**config.mk**
```make
export PLATFORM = sky130hd
export DESIGN_NAME = nx_ram_port_ctrl
export DESIGN_NICKNAME = d
export VERILOG_FILES = /design/src/rtl/nx_ram_port_ctrl_pkg.sv /design/src/rtl/nx_ram_rsp_fifo.sv /design/src/rtl/nx_ram_port_ctrl.sv
export SDC_FILE = /design/constraint.sdc
export NUM_CORES = 1
export LEC_CHECK = 0
export BUFFER_PORTS_ARGS = -buffer_cell sky130_fd_sc_hd__clkbuf_2
export CAP_MARGIN = 20
export CORE_MARGIN = 2
export CORE_UTILIZATION = 52
export CTS_CLUSTER_DIAMETER = 80
export DETAILED_ROUTE_END_ITERATION = 8
export PLACE_DENSITY = 0.79
export RECOVER_POWER = 100
export REMOVE_ABC_BUFFERS = 1
export SLEW_MARGIN = 25
export SYNTH_ARGS = -nofsm -noshare
export SYNTH_HDL_FRONTEND = slang
export SYNTH_SLANG_ARGS = --single-unit
```
**constraint.sdc**
```tcl
create_clock -name i_clk_a -period 2.67 [get_ports i_clk_a]
set_clock_uncertainty 0.1 [all_clocks]
set_input_delay 0.267 -clock i_clk_a [delete_from_list [all_inputs] [get_ports i_clk_a]]
set_output_delay 0.267 -clock i_clk_a [all_outputs]
set_load 0.02 [all_outputs]
```
**src/rtl/nx_ram_port_ctrl_pkg.sv**
```systemverilog
// Shared types and helpers for the RAM port controller.
package nx_ram_port_ctrl_pkg;

  typedef enum logic {
    OP_READ  = 1'b0,
    OP_WRITE = 1'b1
  } op_e;

  // Number of write-enable lanes: one per byte when byte writes are on, else one.
  function automatic int unsigned wstrb_width(input int unsigned byte_wr_en,
                                              input int unsigned data_width);
    return (byte_wr_en != 0) ? (data_width / 8) : 1;
  endfunction

endpackage

```
**src/rtl/nx_ram_rsp_fifo.sv**
```systemverilog
// Response buffer: circular store with registered pointers and occupancy count.
// Pointers wrap modulo DEPTH, so DEPTH need not be a power of two.
module nx_ram_rsp_fifo #(
  parameter int WIDTH = 32,
  parameter int DEPTH = 4,
  localparam int CNT_W = $clog2(DEPTH + 1),
  localparam int PTR_W = $clog2(DEPTH)
) (
  input  logic             i_clk_a,
  input  logic             i_rst_a,
  input  logic             i_push,
  input  logic [WIDTH-1:0] i_push_data,
  input  logic             i_pop,
  output logic             o_valid,
  output logic [WIDTH-1:0] o_data,
  output logic [CNT_W-1:0] o_count
);

  localparam logic [PTR_W-1:0] LAST_PTR = PTR_W'(DEPTH - 1);
  localparam logic [CNT_W-1:0] FULL_CNT = CNT_W'(DEPTH);

  logic [WIDTH-1:0] mem_q [DEPTH];
  logic [PTR_W-1:0] wr_ptr_q, wr_ptr_d;
  logic [PTR_W-1:0] rd_ptr_q, rd_ptr_d;
  logic [CNT_W-1:0] count_q, count_d;
  logic             do_pop;

  // Next-state pointers and occupancy; push and pop together leave the count unchanged.
  always_comb begin
    wr_ptr_d = wr_ptr_q;
    rd_ptr_d = rd_ptr_q;
    count_d  = count_q;
    do_pop   = i_pop && (count_q != '0);
    if (i_push) begin
      wr_ptr_d = (wr_ptr_q == LAST_PTR) ? '0 : wr_ptr_q + PTR_W'(1);
    end
    if (do_pop) begin
      rd_ptr_d = (rd_ptr_q == LAST_PTR) ? '0 : rd_ptr_q + PTR_W'(1);
    end
    if (i_push && !do_pop) begin
      count_d = count_q + CNT_W'(1);
    end else if (!i_push && do_pop) begin
      count_d = count_q - CNT_W'(1);
    end
  end

  // Control state: pointers and occupancy, cleared by reset.
  always_ff @(posedge i_clk_a or posedge i_rst_a) begin
    if (i_rst_a) begin
      wr_ptr_q <= '0;
      rd_ptr_q <= '0;
      count_q  <= '0;
    end else begin
      wr_ptr_q <= wr_ptr_d;
      rd_ptr_q <= rd_ptr_d;
      count_q  <= count_d;
    end
  end

  // Data storage; no reset needed because occupancy gates what is visible.
  always_ff @(posedge i_clk_a) begin
    if (i_push) begin
      mem_q[wr_ptr_q] <= i_push_data;
    end
  end

`ifndef SYNTHESIS
  // Upstream credit logic keeps pushes from ever landing on a full buffer.
  always_ff @(posedge i_clk_a) begin
    if (!i_rst_a) begin
      assert (!(i_push && !do_pop && (count_q == FULL_CNT)))
        else $error("nx_ram_rsp_fifo overflow");
    end
  end
`endif

  assign o_valid = (count_q != '0);
  assign o_data  = (count_q != '0) ? mem_q[rd_ptr_q] : '0;
  assign o_count = count_q;

endmodule

```
**src/rtl/nx_ram_port_ctrl.sv**
```systemverilog
// Request/response front end for a single synchronous RAM port.
// Reads are tracked through a valid pipe matching RAM latency and land in
// an in-order response buffer; writes complete silently.
module nx_ram_port_ctrl
  import nx_ram_port_ctrl_pkg::*;
#(
  parameter int ADDRESS_WIDTH = 10,
  parameter int DATA_WIDTH    = 32,
  parameter int REGISTER_RD   = 0,
  parameter int BYTE_WR_EN    = 0,
  parameter int RSP_DEPTH     = 4,
  localparam int WSTRB_WIDTH  = int'(wstrb_width(BYTE_WR_EN, DATA_WIDTH))
) (
  input  logic                     i_clk_a,
  input  logic                     i_rst_a,
  input  logic [ADDRESS_WIDTH-1:0] i_req_addr,
  input  logic [DATA_WIDTH-1:0]    i_req_wr_data,
  input  logic [WSTRB_WIDTH-1:0]   i_req_wr_strb,
  input  logic                     i_req_write,
  input  logic                     i_req_valid,
  output logic                     o_req_ready,
  output logic [DATA_WIDTH-1:0]    o_rsp_rd_data,
  output logic                     o_rsp_valid,
  input  logic                     i_rsp_ready,
  output logic [ADDRESS_WIDTH-1:0] o_ram_addr,
  output logic [DATA_WIDTH-1:0]    o_ram_wr_data,
  output logic [WSTRB_WIDTH-1:0]   o_ram_wr_en,
  output logic                     o_ram_en,
  input  logic [DATA_WIDTH-1:0]    i_ram_rd_data,
  output logic                     o_idle
);

  localparam int L     = 1 + REGISTER_RD;
  localparam int CNT_W = $clog2(RSP_DEPTH + 1);
  localparam logic [CNT_W:0] DEPTH_LIM = (CNT_W + 1)'(RSP_DEPTH);

  logic [L-1:0]     rd_vld_q, rd_vld_d;
  logic [CNT_W-1:0] inflight;
  logic [CNT_W-1:0] fifo_count;
  logic [CNT_W:0]   used;
  logic             accept;
  logic             accept_rd;
  logic             is_write;
  logic             rsp_pop;

  // Credit check and RAM drive; ready depends only on registered occupancy.
  always_comb begin
    inflight = '0;
    for (int i = 0; i < L; i++) begin
      inflight = inflight + CNT_W'(rd_vld_q[i]);
    end
    used          = {1'b0, inflight} + {1'b0, fifo_count};
    o_req_ready   = !i_rst_a && (used < DEPTH_LIM);
    accept        = i_req_valid && o_req_ready;
    is_write      = (op_e'(i_req_write) == OP_WRITE);
    accept_rd     = accept && !is_write;
    o_ram_en      = accept && (!is_write || (|i_req_wr_strb));
    o_ram_wr_en   = (accept && is_write) ? i_req_wr_strb : '0;
    o_ram_addr    = i_req_addr;
    o_ram_wr_data = i_req_wr_data;
    o_idle        = (inflight == '0) && (fifo_count == '0);
  end

  // Read-tracking pipe: the last stage marks the cycle RAM data is valid.
  always_comb begin
    rd_vld_d    = '0;
    rd_vld_d[0] = accept_rd;
    for (int i = 1; i < L; i++) begin
      rd_vld_d[i] = rd_vld_q[i-1];
    end
  end

  // Read-tracking pipe state; reset drops every in-flight read.
  always_ff @(posedge i_clk_a or posedge i_rst_a) begin
    if (i_rst_a) begin
      rd_vld_q <= '0;
    end else begin
      rd_vld_q <= rd_vld_d;
    end
  end

  assign rsp_pop = o_rsp_valid && i_rsp_ready;

  nx_ram_rsp_fifo #(
    .WIDTH (DATA_WIDTH),
    .DEPTH (RSP_DEPTH)
  ) u_rsp_fifo (
    .i_clk_a     (i_clk_a),
    .i_rst_a     (i_rst_a),
    .i_push      (rd_vld_q[L-1]),
    .i_push_data (i_ram_rd_data),
    .i_pop       (rsp_pop),
    .o_valid     (o_rsp_valid),
    .o_data      (o_rsp_rd_data),
    .o_count     (fifo_count)
  );

endmodule
```
==> results of run 1 <==
-- cells by family after synthesis --
kind of cell	share of synthesized area, %
AND/OR/NAND/NOR	4.76
XOR/XNOR	0.463
multiplexers	13.6
AO/OA/AOI/OAI	0.419
adder cells (fa/ha/maj)	1.68
buffers and inverters	7.89
flip-flops	71.2
-- layout make-up --
class | instances | area share [%]
timing repair buffer | 116 | 10.8
clock inverter | 11 | 1.96
sequential | 136 | 60.3
inverter | 6 | 0.335
tap | 140 | 2.61
multi-input combinational | 96 | 17.7
clock buffer | 20 | 6.34
-- registers in the layout, indices dropped and copies added, names as in the netlist --
name / cells
u_rsp_fifo.mem_q: 128
u_rsp_fifo.o_count: 3
u_rsp_fifo.rd_ptr_q: 2
u_rsp_fifo.wr_ptr_q: 2
rd_vld_q: 1
-- power by group through the flow --
stage,Clock [mW],Sequential [mW],Combinational [mW]
final,2.18,2.65,2.05
after global routing,2.30,2.67,2.22
after CTS,2.22,2.65,2.11
after detailed placement,0,2.70,2.06
after global placement,0,2.69,2.03
after floorplan,0,2.74,1.34
-- worst register-to-register path: stages, from the launching register on --
cell and delay, ps:
dfrtp_1 520, and2_1 950, clkbuf_2 480
-- layer usage --
| metal | vias to the layer above | global-route usage, % | part of all wire, % |
|---|---|---|---|
| li1 | 1247 | - | - |
| met1 | 1397 | 25.0 | 42 |
| met2 | 136 | 26.0 | 45 |
| met3 | 17 | 11.6 | 11 |
| met4 | 4 | 6.78 | 1.5 |
| met5 | - | 6.70 | 0.89 |
-- Yosys cell counts, drive strengths merged --
library cell / count / area (um2)
edfxtp: 128 / 3840
buf: 49 / 402
and2: 36 / 225
mux4: 32 / 736
dfrtp: 8 / 200
clkbuf: 6 / 23.8
ha: 6 / 75.1
inv: 6 / 22.5
nor2: 5 / 18.8
nand2: 4 / 15.0
mux2: 3 / 33.8
o21ai: 2 / 10.0
xor2: 2 / 17.5
a21oi: 1 / 5.00
a311oi: 1 / 8.76
fa: 1 / 20.0
nand3: 1 / 5.00
or3: 1 / 6.26
xnor2: 1 / 8.76
-- worst paths after layout --
kind / start / end / slack [ps] / depth (start not counted)
worst max-delay path: u_rsp_fifo.rd_ptr_q[1] / o_rsp_rd_data[17] / 110 / 3
worst max register to register: rd_vld_q / u_rsp_fifo.mem_q[3][17] / 280 / 2
min in group asynchronous: i_rst_a / u_rsp_fifo.o_count[2] / 150 / 3
max in group asynchronous: i_rst_a / u_rsp_fifo.rd_ptr_q[0] / 2070 / 3
worst min-delay path: i_rsp_ready / u_rsp_fifo.rd_ptr_q[1] / 40 / 3
worst min register to register: u_rsp_fifo.o_count[2] / u_rsp_fifo.o_count[2] / 400 / 1
-- timing repair --
action / CTS / global route
hold endpoints to repair: 137 / 0
hold buffers: 35 / 0
gates resized for setup: 0 / 0
==> impl_metrics.json, run 1 <==
{
  "status": "complete, no violations",
  "ir_drop_v": 0.000628,
  "criticalPathCategory": "flip-flop to output port",
  "post-route-period-util_pct": 95.7,
  "hold_viol_final": 0,
  "avgSynthCellArea_um2": 19.4,
  "dpl_cell_area_um2": 5870,
  "placementRows": 38,
  "clk_pin_slew_ps": 60,
  "wirelength_um": 10800,
  "portBuffers": 74,
  "tns_ps": 0,
  "dpl.cell_count": 459,
  "arrival_ps": 2190,
  "root_buffer": "clkbuf_8",
  "hold_slack_ps": 36.4,
  "dr.pass1.iters": 4,
  "dp_slack_ps": 395,
  "final_cell_mix": "edfxtp_1 (128), clkbuf_2 (42), clkbuf_1 (40), dlygate4sd3_1 (35), mux4_2 (28)",
  "power_frac_comb_pct": 29.7,
  "stdcell_area_um2": 6710,
  "core_area_um2": 10700,
  "mostFrequentLayoutCell": "edfxtp_1",
  "required_ps": 2300,
  "tightest_slew_ps": 1150,
  "worstPathCellList": "mux4_2 -> and2_0 -> clkbuf_2",
  "switching_power_mw": 2.05,
  "ys_types": 25,
  "hpwl_um": 6720,
  "antenna_found_initial": 0,
  "p_leak_nw": 2.32,
  "crit_path_end_kind": "output port",
  "seq_area_frac_synth_pct": 71.2,
  "switching_share_pct": 29.8,
  "cp_slowest_cell": "dfrtp_2",
  "vias_per_cell": 5.34,
  "path_delay_family": "flip-flops",
  "relSlewSlack_pct": 23.3,
  "internal_power_mw": 4.83,
  "ys_seq_elements": 136,
  "yosys_warnings": 0,
  "fin_cells": 525,
  "report.final.slew_viol_count": 0,
  "postSynthCellCount": 293,
  "area_delta_synth_final_pct": 18.3,
  "fin_ws_ps": 115,
  "fillerInstances": 804,
  "syn_area_um2": 5680,
  "cts.path.max_buffers": 2,
  "critPathMaxFanout": 34,
  "grt_usage_pct": 19.2,
  "drtIter0Drc": 177,
  "wl_per_cell_um": 20.6,
  "die_w_um": 108,
  "clk_latency_ps": 510,
  "power_mw": 6.88,
  "setup_viol": 0,
  "grt_pass1_vias": 2781,
  "finalCriticalPeriod_ps": 2560,
  "maxCapViolations": 0,
  "cts_tree": "built",
  "start_util_pct": 52.8,
  "hold_class": "primary input to flip-flop",
  "cpPeakStageDelay_ps": 890,
  "cts_buffers": 17,
  "postCtsSetupBuffers": 0,
  "fin_nets": 460,
  "grt_pass1_wl_um": 15700,
  "ios": 159,
  "utilization_pct": 62.5,
  "floorplan.die.height_um": 108,
  "dieArea_um2": 11800,
  "pwr_density_cell_nw_per_um2": 1020,
  "cts_max_level": 4,
  "grt_remaining_overflow": 0,
  "clock_sinks": 136,
  "pwr-share-seq_pct": 38.5,
  "ant_nets": 0,
  "drive_above_1_share_pct": 26.2,
  "multi_input_area_um2": 1190,
  "rsz0062_at_grt": "false",
  "max_freq_mhz": 391,
  "clock_power_share_pct": 31.8,
  "grt_max_degree": 36,
  "drc": 0,
  "gp_congestion": 0.659,
  "worst_setup_path_start_kind": "flip-flop",
  "regArea_um2": 4050,
  "vias": 2801,
  "cp_num_buf_inv": 1,
  "diodes": 0
}
Power figures use the tool's default switching activity.
==> inputs of run 2 (changes only) <==
--- a/config.mk
+++ b/config.mk
@@ -5,16 +5,17 @@
 export SDC_FILE = /design/constraint.sdc
 export NUM_CORES = 1
 export LEC_CHECK = 0
+export ABC_AREA = 1
 export BUFFER_PORTS_ARGS = -buffer_cell sky130_fd_sc_hd__clkbuf_2
 export CAP_MARGIN = 20
 export CORE_MARGIN = 2
-export CORE_UTILIZATION = 52
+export CORE_UTILIZATION = 53
 export CTS_CLUSTER_DIAMETER = 80
 export DETAILED_ROUTE_END_ITERATION = 8
 export PLACE_DENSITY = 0.79
 export RECOVER_POWER = 100
 export REMOVE_ABC_BUFFERS = 1
-export SLEW_MARGIN = 25
+export SLEW_MARGIN = 20
 export SYNTH_ARGS = -nofsm -noshare
 export SYNTH_HDL_FRONTEND = slang
 export SYNTH_SLANG_ARGS = --single-unit
==> run 2 against run 1 <==
Sequential cell count unchanged; clock power up 5%; power up 8.5%; hold slack about the same; die area up 7.9%; sequential power down 3%; sequential share of layout area down 4.2 points; routed wire length up 36%; cell count up 59%; register-to-register slack better by 110 ps; combinational power up 28%; critical endpoint is now o_rsp_rd_data[21]; largest cell class unchanged; largest power group is now combinational cells.
==> impl_metrics.json, run 2 <==
{
  "status": "complete, no violations",
  "final_cell_mix": "nand2_1 (146), inv_1 (138), edfxtp_1 (128), clkbuf_1 (72), nand3_1 (68)",
  "postSynthCellCount": 613,
  "cts_max_level": 4,
  "root_buffer": "clkbuf_16",
  "gp_congestion": 0.771,
  "cts_tree": "built",
  "ant_nets": 0,
  "tns_ps": 0,
  "worstSetupStartpoint": "u_rsp_fifo.rd_ptr_q[1]",
  "pwr_density_cell_nw_per_um2": 1040,
  "dpl.cell_count": 774,
  "wl_per_cell_um": 17.6,
  "rsz0062_at_grt": "false",
  "clock_power_share_pct": 30.6,
  "die_w_um": 113,
  "post-route-period-util_pct": 90.0,
  "maxCapViolations": 0,
  "core_area_um2": 11500,
  "fin_ws_ps": 267,
  "portBuffers": 74,
  "avgSynthCellArea_um2": 10.2,
  "floorplan.die.height_um": 113,
  "synth_top_area_share_pct": 61.4,
  "clock_sinks": 136,
  "ys_top_cells_by_count": "nand2_1 (145), inv_1 (140), edfxtp_1 (128)",
  "dr.pass1.iters": 6,
  "start_util_pct": 54.6,
  "vias": 4319,
  "ir_drop_v": 0.000660,
  "synthAdderAreaFrac_pct": 1.52,
  "required_ps": 2300,
  "synth_most_common_cell": "nand2_1",
  "fin_cells": 835,
  "cts_resized": 0,
  "clk_latency_ps": 400,
  "hold_viol_final": 0,
  "cp_slowest_cell": "inv_2",
  "p_leak_nw": 3.15,
  "crit_path_end_kind": "output port",
  "internal_power_mw": 4.66,
  "synth_compound_area_share_pct": 2.88,
  "diodes": 0,
  "seq_area_frac_synth_pct": 64.6,
  "dieArea_um2": 12700,
  "grt_remaining_overflow": 0,
  "report.final.slew_viol_count": 0,
  "stdcell_area_um2": 7210,
  "cts.path.max_buffers": 2,
  "utilization_pct": 62.9,
  "drive_above_1_share_pct": 6.79,
  "max_freq_mhz": 416,
  "hold_slack_ps": 35.9,
  "cts_buffers": 17,
  "dpl_cell_area_um2": 6450,
  "fin_nets": 767,
  "wirelength_um": 14700,
  "regMostFlops": "u_rsp_fifo.mem_q",
  "grt_max_degree": 68,
  "arrival_ps": 2040,
  "ys_seq_elements": 136,
  "synth_xor_area_share_pct": 0.140,
  "pwr-share-seq_pct": 34.3,
  "tightest_slew_ps": 1120,
  "largest_reg_flops": 128,
  "synth_flop_cell": "edfxtp_1",
  "hpwl_um": 8950,
  "vias_per_cell": 5.17,
  "grt_pass1_vias": 4260,
  "hold_class": "primary input to flip-flop",
  "drtIter0Drc": 578,
  "mostFrequentLayoutCell": "nand2_1",
  "postCtsSetupBuffers": 0,
  "path_delay_family": "buffers and inverters",
  "cts_hold_buf": 28,
  "synthTopCellsByArea": "edfxtp_1 (61%), nand2_1 (8.7%), inv_1 (8.4%)",
  "switching_share_pct": 37.6,
  "syn_area_um2": 6260,
  "setup_viol": 0,
  "synth_edf_count": 128,
  "synth_top_family_by_area": "buffers and inverters",
  "criticalPathCategory": "flip-flop to output port",
  "placementRows": 39,
  "dp_slack_ps": 576,
  "relSlewSlack_pct": 25.3,
  "drc": 0,
  "finalCriticalPeriod_ps": 2400,
  "reg2reg_from": "u_rsp_fifo.wr_ptr_q[0]",
  "cp_num_buf_inv": 2,
  "grt_usage_pct": 23.8,
  "ios": 159,
  "yosys_warnings": 0,
  "yosysTopAreaCell": "edfxtp_1",
  "synthMuxAreaShare_pct": 0,
  "cpPeakStageDelay_ps": 510,
  "worstPathCellList": "inv_2 -> nand3_1 -> a21oi_1 -> clkbuf_1",
  "antenna_found_initial": 0,
  "clk_pin_slew_ps": 60,
  "async_reset_ff_share_pct": 5.88,
  "critPathMaxFanout": 32,
  "area_delta_synth_final_pct": 15.2,
  "worst_setup_path_start_kind": "flip-flop",
  "ys_types": 19,
  "power_frac_comb_pct": 35.1,
  "yosys.area_share.simple_pct": 14.9,
  "switching_power_mw": 2.81,
  "grt_pass1_wl_um": 22700,
  "power_mw": 7.47,
  "min-delay-start": "i_rsp_ready"
}
[run 2: cell types whose count changed in the layout (fill, tap and decap cells not counted), sizes merged, moves of 3 or more]
cell and change:
mux2 -3, inv +136, dlygate4sd3 -6, and2 -36, a21oi +32, nand3 +67, nand2 +142, mux4 -32
clkinv +3
[run 2: layer usage]
layer,track usage (%),part of all wire (%),wire length [um],vias to the layer above
met5,6.67,0.31,46,-
met4,6.91,1.4,201,2
met3,11.6,12,1760,24
met2,35.8,46,6710,244
met1,30.5,41,6020,2028
li1,-,-,-,2021
[run 2: kinds of logic (layout without fill, tap and decap cells)]
family | after synthesis | in the layout
AND/OR/NAND/NOR | 223 | 223
adder cells (fa/ha/maj) | 7 | 7
XOR/XNOR | 1 | 1
flip-flops | 136 | 136
buffers and inverters | 210 | 289
AO/OA/AOI/OAI | 36 | 36
[run 2: final timing paths]
kind                                            to  slack [ps]  cells after the start
hold reg to reg              u_rsp_fifo.o_count[2]         390                      2
max in group asynchronous   u_rsp_fifo.rd_ptr_q[0]        1890                      3
setup reg to reg           u_rsp_fifo.mem_q[2][11]         390                      5
setup / recovery                 o_rsp_rd_data[21]         270                      4
min in group asynchronous                 rd_vld_q         280                      3
hold / removal              u_rsp_fifo.rd_ptr_q[1]          40                      3
[run 2: worst reg2reg max path, stage by stage, from the launching register on]
cell and delay (ps):
dfrtp_1 420, inv_1 100, ha_1 200, nand2_1 60
clkinv_1 480, clkbuf_2 560
[run 2: final cells by class]
type / count / area, um2
inverters: 144 / 541
fillers: 872 / 4250
repair buffers: 114 / 649
multi-input cells: 267 / 1210
well taps: 143 / 179
flip-flops and latches: 136 / 4050
clock inverters: 13 / 156
clock buffers: 18 / 429
[run 2: power by group through the flow]
stage	clock network (mW)	logic, mW	registers, mW
6_report	2.29	2.62	2.56
5_1_grt	2.40	2.89	2.58
4_1_cts	2.29	2.71	2.56
3_5_place_dp	0	2.66	2.60
3_3_place_gp	0	2.59	2.59
2_1_floorplan	0	1.59	2.72
==> inputs of run 3 (changes only) <==
--- a/config.mk
+++ b/config.mk
@@ -14,7 +14,6 @@
 export DETAILED_ROUTE_END_ITERATION = 8
 export PLACE_DENSITY = 0.79
 export RECOVER_POWER = 100
-export REMOVE_ABC_BUFFERS = 1
 export SLEW_MARGIN = 20
 export SYNTH_ARGS = -nofsm -noshare
 export SYNTH_HDL_FRONTEND = slang
==> run 3 against run 2 <==
Setup slack gained 59 ps; final area up 0.94%; power is 1.3% higher; maximum frequency increased by 2.5%; hold slack worse by 1.1 ps; register-to-register slack better by 40 ps; utilization grew 0.59 points; sequential power hardly changed.
==> impl_metrics.json, run 3 (synthesis gave the netlist of run 2 again) <==
{
  "dpl.cell_count": 774,
  "ir_drop_v": 0.000741,
  "fin_cells": 839,
  "grt_usage_pct": 22.6,
  "die_w_um": 113,
  "clock_sinks": 136,
  "synth_nets": 700,
  "pwr_density_cell_nw_per_um2": 1040,
  "ios": 159,
  "tightest_slew_ps": 1220,
  "drive_above_1_share_pct": 6.32,
  "setup_viol": 0,
  "floorplan.die.height_um": 113,
  "antenna_found_initial": 0,
  "report.final.slew_viol_count": 0,
  "gp_congestion": 0.780,
  "largest_reg_flops": 128,
  "wirelength_um": 13700,
  "cts_buffers": 17,
  "worst_setup_path_start_kind": "flip-flop",
  "multi_input_area_um2": 1210,
  "regArea_um2": 4050,
  "hold_slack_ps": 34.8,
  "dr.pass1.iters": 8,
  "switching_share_pct": 37.3,
  "criticalPathCategory": "flip-flop to output port",
  "top_layer": "met4",
  "required_ps": 2300,
  "reg2reg_slack_ps": 430,
  "fin_nets": 771,
  "power_frac_comb_pct": 34.4,
  "root_buffer": "clkbuf_16",
  "drc": 0,
  "vias_per_cell": 5.15,
  "arrival_ps": 1980,
  "wl_met3_um": 939,
  "fillerInstances": 879,
  "placementRows": 39,
  "final_cell_mix": "nand2_1 (146), inv_1 (140), edfxtp_1 (128), clkbuf_1 (73), nand3_1 (68)",
  "hold_viol_final": 0,
  "vias": 4320,
  "dieArea_um2": 12700,
  "area_delta_synth_final_pct": 16.2,
  "grt_remaining_overflow": 0,
  "wl_per_cell_um": 16.4,
  "portBuffers": 74,
  "clk_latency_ps": 420,
  "reg2reg_to": "u_rsp_fifo.mem_q[2][16]",
  "finalCriticalPeriod_ps": 2340,
  "max_freq_mhz": 426,
  "drtIter0Drc": 360,
  "mostFrequentLayoutCell": "nand2_1",
  "rsz0062_at_grt": "false",
  "hold_class": "primary input to flip-flop",
  "post-route-period-util_pct": 87.8,
  "hpwl_um": 8140,
  "wl_met2_um": 7260,
  "switching_power_mw": 2.82,
  "fin_ws_ps": 325,
  "pwr-share-seq_pct": 33.8,
  "maxCapViolations": 0,
  "relSlewSlack_pct": 18.6,
  "cts_max_level": 4,
  "p_leak_nw": 3.19,
  "grt_max_degree": 68,
  "hold_end": "rd_vld_q",
  "min-delay-start": "i_req_valid",
  "wl_met1_um": 5000,
  "tns_ps": 0,
  "cts_tree": "built",
  "critPathMaxFanout": 32,
  "reg2reg_from": "u_rsp_fifo.wr_ptr_q[0]",
  "rr_worst_depth": 5,
  "clock_power_share_pct": 31.8,
  "dp_slack_ps": 741,
  "status": "complete, no violations",
  "regMostFlops": "u_rsp_fifo.mem_q",
  "clk_pin_slew_ps": 60,
  "grt_pass1_vias": 4476,
  "core_area_um2": 11500,
  "cts.path.max_buffers": 2,
  "crit_path_end_kind": "output port",
  "internal_power_mw": 4.75,
  "whs_path_depth": 3,
  "diodes": 0,
  "grt_pass1_wl_um": 21800,
  "ant_nets": 0,
  "start_util_pct": 54.6,
  "postCtsSetupBuffers": 0
}
run 3: changes by cell type in the layout (fill, tap and decap cells not counted), sizes merged:
cell         before  now
clkbuf           99   98
clkinv            9    6
bufinv            3    4
dlygate4sd3      29   34
inv             142  144
run 3: per-stage QoR:
stage / power (mW) / cell area (um2) / util [%]
after floorplan: 4.58 / 6260 / -
after global placement: 5.19 / 6460 / 56.4
after detailed placement: 5.26 / 6460 / 56.4
after CTS: 7.70 / 7410 / 64.6
after global routing: 7.94 / 7280 / 63.5
final: 7.56 / 7280 / 63.5
run 3: routing by layer:
metal	up-vias	global-route usage [%]
li1	2032	-
met1	2044	25.6
met2	181	38.6
met3	63	5.84
met4	0	13.3
met5	-	0
run 3: cell type report:
cell class	count	share of cell area, %
Sequential cell	136	55.6
Tap cell	143	2.46
Clock inverter	13	2.47
Timing Repair Buffer	118	9.52
Clock buffer	18	5.89
Multi-Input combinational cell	267	16.7
Inverter	144	7.42
run 3: worst max-delay path by stage:
| stage | from | end | slack (ps) | depth (start not counted) |
|---|---|---|---|---|
| after detailed placement | u_rsp_fifo.o_count[0] | u_rsp_fifo.o_count[2] | 740 | 10 |
| final | u_rsp_fifo.o_count[0] | o_rsp_rd_data[31] | 330 | 5 |
| after global routing | u_rsp_fifo.o_count[0] | o_rsp_rd_data[31] | 190 | 5 |
| after CTS | u_rsp_fifo.o_count[0] | o_rsp_rd_data[11] | 340 | 5 |
| after global placement | u_rsp_fifo.o_count[0] | u_rsp_fifo.o_count[2] | 810 | 10 |
| after floorplan | u_rsp_fifo.o_count[0] | u_rsp_fifo.o_count[2] | 810 | 10 |
run 3: critical path, cell delays in order (launching register included):
cell and delay (ps):
dfrtp_1 430, nor2_1 120, nand2_1 120, inv_2 510
a21oi_1 150, clkbuf_1 220
run 3: power groups by stage:
stage / clock (mW) / sequential [mW] / combinational, mW
2_1_floorplan: 0 / 2.58 / 2.00
3_3_place_gp: 0 / 2.59 / 2.60
3_5_place_dp: 0 / 2.59 / 2.67
4_1_cts: 2.42 / 2.55 / 2.74
5_1_grt: 2.52 / 2.57 / 2.86
6_report: 2.40 / 2.55 / 2.61
run 3: what timing repair did:
action                                 in CTS  in global routing
resized for setup                           0                  0
endpoints found under the hold margin     137                  0
hold buffers                               34                  0
